File: config.mk
export PLATFORM = sky130hd
export DESIGN_NAME = id_token_scanner
export DESIGN_NICKNAME = d
export VERILOG_FILES = /design/src/rtl/id_token_scanner_pkg.sv /design/src/rtl/id_token_scanner_char_class.sv /design/src/rtl/id_token_scanner.sv
export SDC_FILE = /design/constraint.sdc
export NUM_CORES = 1
export LEC_CHECK = 0
export BUFFER_PORTS_ARGS = -buffer_cell sky130_fd_sc_hd__buf_2
export CAP_MARGIN = 20
export CORE_ASPECT_RATIO = 0.9
export CORE_MARGIN = 1
export CORE_UTILIZATION = 49
export DETAILED_ROUTE_END_ITERATION = 7
export PLACE_DENSITY = 0.8
export SYNTH_ARGS = -nofsm -noshare
export SYNTH_HDL_FRONTEND = slang
export SYNTH_SLANG_ARGS = --single-unit
File: constraint.sdc
create_clock -name clk -period 1.7 [get_ports clk]
set_input_delay 0.255 -clock clk [delete_from_list [all_inputs] [get_ports clk]]
set_output_delay 0.255 -clock clk [all_outputs]
set_load 0.1 [all_outputs]
File: src/rtl/id_token_scanner_pkg.sv
// -----------------------------------------------------------------------------
// lex_pkg
// Shared definitions for the identifier/token scanner:
//   - state_e : scanner FSM state encoding (3 bits)
//   - tok_e   : token type codes reported on tok_type (2 bits)
//   - ASCII bound constants used by the character classifier
// -----------------------------------------------------------------------------
package lex_pkg;

    typedef enum logic [2:0] {
        S_IDLE  = 3'd0,  // no token in progress
        S_ALPHA = 3'd1,  // started with a letter, last char a letter
        S_ALNUM = 3'd2,  // started with a letter, last char a digit
        S_NUM   = 3'd3,  // digits only so far
        S_BAD   = 3'd4,  // started with a digit, then a letter appeared
        S_OVF   = 3'd5   // token longer than the length counter can hold
    } state_e;

    typedef enum logic [1:0] {
        TOK_NONE   = 2'd0,
        TOK_IDENT  = 2'd1,
        TOK_NUMBER = 2'd2,
        TOK_BAD    = 2'd3
    } tok_e;

    localparam logic [7:0] ASC_DIGIT_0    = 8'h30;
    localparam logic [7:0] ASC_DIGIT_9    = 8'h39;
    localparam logic [7:0] ASC_UPPER_A    = 8'h41;
    localparam logic [7:0] ASC_UPPER_Z    = 8'h5A;
    localparam logic [7:0] ASC_LOWER_A    = 8'h61;
    localparam logic [7:0] ASC_LOWER_Z    = 8'h7A;
    localparam logic [7:0] ASC_UNDERSCORE = 8'h5F;

endpackage

File: src/rtl/id_token_scanner_char_class.sv
// -----------------------------------------------------------------------------
// char_class
// Combinational ASCII classifier for the token scanner.
// Parameters:
//   ALLOW_UNDERSCORE : 1 = '_' counts as a letter, 0 = '_' is a delimiter
// Ports:
//   char_i    in  [7:0]  ASCII character
//   is_letter out        A-Z, a-z (and '_' when enabled)
//   is_digit  out        0-9
// Anything that is neither letter nor digit is a delimiter.
// -----------------------------------------------------------------------------
module char_class
    import lex_pkg::*;
#(
    parameter int ALLOW_UNDERSCORE = 1
) (
    input  logic [7:0] char_i,
    output logic       is_letter,
    output logic       is_digit
);

    logic is_upper;
    logic is_lower;
    logic is_under;

    assign is_upper  = (char_i >= ASC_UPPER_A) && (char_i <= ASC_UPPER_Z);
    assign is_lower  = (char_i >= ASC_LOWER_A) && (char_i <= ASC_LOWER_Z);
    assign is_under  = (ALLOW_UNDERSCORE != 0) && (char_i == ASC_UNDERSCORE);
    assign is_letter = is_upper || is_lower || is_under;
    assign is_digit  = (char_i >= ASC_DIGIT_0) && (char_i <= ASC_DIGIT_9);

endmodule

File: src/rtl/id_token_scanner.sv
// -----------------------------------------------------------------------------
// id_token_scanner
// Consumes one ASCII character per accepted cycle, segments the stream into
// tokens on delimiters and classifies each token (IDENT / NUMBER / MALFORMED),
// reporting its length and a length-overflow flag. Keeps the legacy `match`
// level: high while the current run is letters followed by trailing digits.
//
// Parameters:
//   LEN_W            : length counter width; longest legal token 2^LEN_W-1
//   ALLOW_UNDERSCORE : 1 = '_' is a letter, 0 = '_' is a delimiter
// Optional build macro:
//   TOKEN_STATS_EN   : adds tok_cnt / err_cnt token statistics outputs
// Ports:
//   clk        in            rising-edge clock
//   reset      in            asynchronous active-high reset
//   in_valid   in            char_i is consumed this cycle
//   char_i     in  [7:0]     ASCII character
//   match      out           state is ALNUM
//   tok_valid  out           one-cycle pulse: token ended on last delimiter
//   tok_type   out [1:0]     token type while tok_valid, else 0
//   tok_len    out [LEN_W-1:0] token length while tok_valid, else 0
//   tok_err    out           token overflowed the length counter
//   busy       out           a token is in progress
//   tok_cnt    out [15:0]    (TOKEN_STATS_EN) emitted token count, wraps
//   err_cnt    out [15:0]    (TOKEN_STATS_EN) emitted overflow tokens, wraps
// -----------------------------------------------------------------------------
module id_token_scanner
    import lex_pkg::*;
#(
    parameter int LEN_W            = 5,
    parameter int ALLOW_UNDERSCORE = 1
) (
    input  logic             clk,
    input  logic             reset,
    input  logic             in_valid,
    input  logic [7:0]       char_i,
    output logic             match,
    output logic             tok_valid,
    output logic [1:0]       tok_type,
    output logic [LEN_W-1:0] tok_len,
    output logic             tok_err,
    output logic             busy
`ifdef TOKEN_STATS_EN
    ,
    output logic [15:0]      tok_cnt,
    output logic [15:0]      err_cnt
`endif
);

    localparam logic [LEN_W-1:0] LEN_MAX = '1;
    localparam logic [LEN_W-1:0] LEN_ONE = LEN_W'(1);

    logic is_letter;
    logic is_digit;
    logic is_word;

    char_class #(
        .ALLOW_UNDERSCORE(ALLOW_UNDERSCORE)
    ) u_char_class (
        .char_i   (char_i),
        .is_letter(is_letter),
        .is_digit (is_digit)
    );

    assign is_word = is_letter || is_digit;

    state_e           state_q, state_d;
    logic [LEN_W-1:0] len_q, len_d;
    tok_e             type_q, type_d;   // type of the token seen so far
    logic             match_q, busy_q;
    logic             tok_valid_q, tok_valid_d;
    tok_e             tok_type_q, tok_type_d;
    logic [LEN_W-1:0] tok_len_q, tok_len_d;
    logic             tok_err_q, tok_err_d;

    always_comb begin
        state_d     = state_q;
        len_d       = len_q;
        type_d      = type_q;
        tok_valid_d = 1'b0;
        tok_type_d  = TOK_NONE;
        tok_len_d   = '0;
        tok_err_d   = 1'b0;

        if (in_valid) begin
            if (!is_word) begin
                // Delimiter: close any open token and return to IDLE.
                if (state_q != S_IDLE) begin
                    tok_valid_d = 1'b1;
                    tok_type_d  = type_q;
                    tok_len_d   = len_q;
                    tok_err_d   = (state_q == S_OVF);
                end
                state_d = S_IDLE;
                len_d   = '0;
                type_d  = TOK_NONE;
            end else begin
                unique case (state_q)
                    S_IDLE: begin
                        state_d = is_letter ? S_ALPHA : S_NUM;
                        type_d  = is_letter ? TOK_IDENT : TOK_NUMBER;
                    end
                    S_ALPHA, S_ALNUM: begin
                        state_d = is_letter ? S_ALPHA : S_ALNUM;
                        type_d  = TOK_IDENT;
                    end
                    S_NUM: begin
                        state_d = is_letter ? S_BAD : S_NUM;
                        type_d  = is_letter ? TOK_BAD : TOK_NUMBER;
                    end
                    S_BAD: begin
                        state_d = S_BAD;
                        type_d  = TOK_BAD;
                    end
                    default: begin
                        // OVF: the type is frozen until the delimiter.
                        state_d = S_OVF;
                    end
                endcase

                // Length loads on the first char and saturates at all ones.
                if (state_q == S_IDLE) begin
                    len_d = LEN_ONE;
                end else if (len_q != LEN_MAX) begin
                    len_d = len_q + 1'b1;
                end

                // One character past the maximum length diverts into OVF,
                // keeping the type classification made above.
                if ((state_q != S_IDLE) && (len_q == LEN_MAX)) begin
                    state_d = S_OVF;
                end
            end
        end
    end

    always_ff @(posedge clk or posedge reset) begin
        if (reset) begin
            state_q     <= S_IDLE;
            len_q       <= '0;
            type_q      <= TOK_NONE;
            match_q     <= 1'b0;
            busy_q      <= 1'b0;
            tok_valid_q <= 1'b0;
            tok_type_q  <= TOK_NONE;
            tok_len_q   <= '0;
            tok_err_q   <= 1'b0;
        end else begin
            state_q     <= state_d;
            len_q       <= len_d;
            type_q      <= type_d;
            match_q     <= (state_d == S_ALNUM);
            busy_q      <= (state_d != S_IDLE);
            tok_valid_q <= tok_valid_d;
            tok_type_q  <= tok_type_d;
            tok_len_q   <= tok_len_d;
            tok_err_q   <= tok_err_d;
        end
    end

    assign match     = match_q;
    assign busy      = busy_q;
    assign tok_valid = tok_valid_q;
    assign tok_type  = tok_type_q;
    assign tok_len   = tok_len_q;
    assign tok_err   = tok_err_q;

`ifdef TOKEN_STATS_EN
    logic [15:0] tok_cnt_q;
    logic [15:0] err_cnt_q;

    // Counters step on the same edge that raises tok_valid; they wrap.
    always_ff @(posedge clk or posedge reset) begin
        if (reset) begin
            tok_cnt_q <= '0;
            err_cnt_q <= '0;
        end else if (tok_valid_d) begin
            tok_cnt_q <= tok_cnt_q + 16'd1;
            if (tok_err_d) begin
                err_cnt_q <= err_cnt_q + 16'd1;
            end
        end
    end

    assign tok_cnt = tok_cnt_q;
    assign err_cnt = err_cnt_q;
`endif

endmodule

==> key figures <==
Logic synthesis
  – Post-Syn Nets: about 140
  – Ys flop type: dfrtp_1
  – Mean Syn Cell Area: 9.83 sq um
  – Synth Area in Compound Gates: between 20% and 30%
  – Gate Count Post-Synth: between 100 and 150
  – Post-Synth Adder-Cell Area: about 2.9%
  – Yosys warns: 0
  – Register area share after synthesis: a little over two fifths
  – Post-synth EDFFs: 0
  – Xor/xnor cell area share of the yosys netlist: a little over 2%
  – Mux share of post-synthesis cell area: 0.815%
  – Main combinational cell family by area after synthesis: simple AND/OR/NAND/NOR gates
  – Asr flop ratio synth: between 90% and 100%
  – Area share of the largest cell type after synthesis: 42.8%
  – Synth Cell Area: about 1200 sq um
  – Register bit total from synthesis: 21
  – Top post-synthesis cells by area: dfrtp_1 43%, nor2_1 4.3%, nand2_1 3.4%, a21oi_1 3.3%, a31oi_1 2.0%
  – Yosys cell types: 46
  – Post-synthesis simple-gate area fraction: around a quarter
  – Synth area leader: dfrtp_1

Global route
  – GRT Overall Usage: a little under a quarter
  – First-pass GRT wire length: ~4.7 mm
  – Largest net degree at the start of global routing: 22
  – Initial antenna violation count: 0
  – GR Overflow Total: 0
  – Via count of the first global-routing pass: around 1000

Floorplan
  – Die area: 2710 sq um
  – Row cnt: 16
  – Die Y-Extent: between 40 and 50 microns
  – Initial Util: a little over half
  – Core box area: 2260 sq um
  – Die W: roughly 55 microns
  – I/O Pins: 22

Placement
  – Port Buffers: 21
  – HPWL after DPL: a little under 2 mm
  – Routability cong.: about 0.86
  – Dpl cells: roughly 180

Power
  – LEAKAGE: 0.695 nW
  – Tot Pwr: about 1.1 mW
  – Power Density: 727 nW/um^2
  – VDD IR-drop max: around 600 uV

Hold path
  – Worst min path class: in -> reg

Detailed routing
  – # DRC: 0
  – Total wire length: roughly 2.8 mm
  – Routed vias/inst: about 6.1
  – Via Count: roughly 1100
  – Drt pass-1 iters: 4
  – Drt wl/cell: between 15 and 20 microns
  – Iter 0 DRT Violations: 32
  – DRT antenna net count: 0

Finish
  – ANT cells: 0
  – Post-layout util: about two thirds
  – Area delta synth->final: 19.3%
  – Fin cells: 181
  – Share of post-route cells with drive strength above 1: 33.8%
  – Net count reported at finish: about 170

Clock network
  – Clock Latency Late Sink: around 0.32 ns
  – CTS buffer count: 3
  – Worst-path clk slew: around 0.13 ns
  – Root Driver: clkbuf_4
  – H-tree levels: 1
  – Clk sink count: 21
  – CTS tree: yes
  – Clock buffer depth: 2

Run status
  – Status: finished clean

STA
  – Hold Slack: 0.225 ns
  – Setup-failing EPs final: 0
  – Final period utilization: 98.7%
  – Slew margin rel.: ~67%
  – Minimum clock period: roughly 1.7 ns
  – Max Fclk: slightly below 600 MHz
  – Layout Skew: around 0.013 ns
  – Max-slew violation count: 0
  – Least-Margin Pin Slew: slightly below 0.5 ns
  – Final-report hold violation count: 0

Critical path
  – CP endpoint kind: flop
  – Startpoint types: flop
  – Critical Path AT: 1.91 ns
  – CP Class: reg -> reg
  – Worst-path fanout max: 12
  – Worst Path Required: just under 2 ns

Job
  – Max-cap violation count: 0
==> per-layer routing <==
layer / track usage (%) / vias to the layer above / wire length [microns]
met1: 32.5 / 518 / 1200
met4: 9.83 / 0 / 70
met2: 35.9 / 56 / 1330
met5: 0 / - / 0
li1: - / 511 / -
met3: 5.25 / 12 / 161
==> flip-flops by register name, indices dropped and copies added, names as in the netlist <==
name / cells
busy: 1
len_q: 5
match: 1
state_q: 3
tok_err: 1
tok_len: 5
tok_type: 2
tok_valid: 1
type_q: 2
==> repair_timing <==
item	CTS	global route
pin swaps	0	1
setup buffers	0	1
gates cloned	0	0
endpoints found under the setup margin	2	8
endpoints found under the hold margin	21	0
hold buffers	1	0
resized for setup	1	3
==> cell type report <==
| type | instances | area, sq um |
|---|---|---|
| repair buffers | 33 | 198 |
| inverters | 5 | 18.8 |
| flip-flops and latches | 21 | 526 |
| clock buffers | 3 | 22.5 |
| fillers | 182 | 796 |
| well taps | 27 | 33.8 |
| multi-input cells | 91 | 663 |
| clock inverters | 1 | 5.00 |
==> cells by family (layout without fill, tap and decap cells) <==
kind of cell / after synthesis / count (layout)
adders and majority gates: 3 / 3
and+or+nand+nor: 48 / 48
DFF: 21 / 21
muxes: 1 / 1
xor gates and xnor gates: 2 / 2
AOI/OAI and AO/OA: 37 / 37
buffers and inverters: 13 / 42
==> cells in the final DEF, fill, tap and decap left out, types with 2 or more instances in the layout <==
master     instances
a21o_1             3
a21oi_1            8
a21oi_2            2
a22o_1             2
a31oi_1            3
a32oi_1            2
buf_2             21
buf_4             11
clkbuf_4           3
dfrtp_1           21
inv_1              5
nand2_1           11
nand2b_1           2
nor2_1            14
nor2b_1            3
nor3_1             3
nor3_2             3
o211ai_1           2
o21a_1             2
o21ai_0            2
o21ai_1            2
o2bb2ai_1          2
==> critical path, cell delays in order (launching register included) <==
cell	delay (ns)
dfrtp_1	0.41
ha_2	0.20
and3_1	0.17
ha_4	0.21
nor2b_1	0.13
nor3_1	0.06
a31o_1	0.20
a22o_1	0.19
==> metrics by stage <==
step	area [sq um]	setup TNS (ns)	setup WS, ns
floorplan	1240	0	0.0149
global placement	1390	0	0.0984
detailed placement	1390	-0.0119	-0.0119
CTS	1440	0	0.0117
global route	1470	-0.148	-0.0782
finish	1470	0	0.0228
==> cell usage after synthesis (2+ instances only) <==
cell type  number
a21o_1          3
a21oi_1         8
a21oi_2         2
a22o_1          2
a31oi_1         4
a32oi_1         2
buf_2           4
buf_6           2
dfrtp_1        21
ha_1            2
inv_1           5
nand2_1        11
nand2b_1        2
nor2_1         14
nor2b_1         3
nor3_1          4
nor3_2          2
o211ai_1        2
o21a_1          2
o21ai_0         2
o21ai_1         2
o2bb2ai_1       2
==> where the power goes <==
| part | internal, mW | leakage (nW) | switching (mW) |
|---|---|---|---|
| Combinational | 0.0902 | 0.395 | 0.185 |
| Clock | 0.0881 | 0.0177 | 0.168 |
| Sequential | 0.520 | 0.283 | 0.0138 |
| Total | 0.699 | 0.695 | 0.367 |
==> path summary, 6_finish.rpt <==
check | from | endpoint | slack (ns) | cells past startpoint
max | len_q[0]$_DFFE_PP0P_ | len_q[2]$_DFFE_PP0P_ | 0.02 | 7
min | in_valid | len_q[3]$_DFFE_PP0P_ | 0.23 | 2
max reg2reg | len_q[0]$_DFFE_PP0P_ | len_q[2]$_DFFE_PP0P_ | 0.02 | 7
min reg2reg | type_q[0]$_DFFE_PP0P_ | tok_type[0]$_DFF_PP0_ | 0.54 | 2
max in group asynchronous | reset | state_q[0]$_DFF_PP0_ | 1.00 | 4
min in group asynchronous | reset | type_q[0]$_DFFE_PP0P_ | 0.48 | 4
Note: power is estimated with default switching activity, not from simulation.
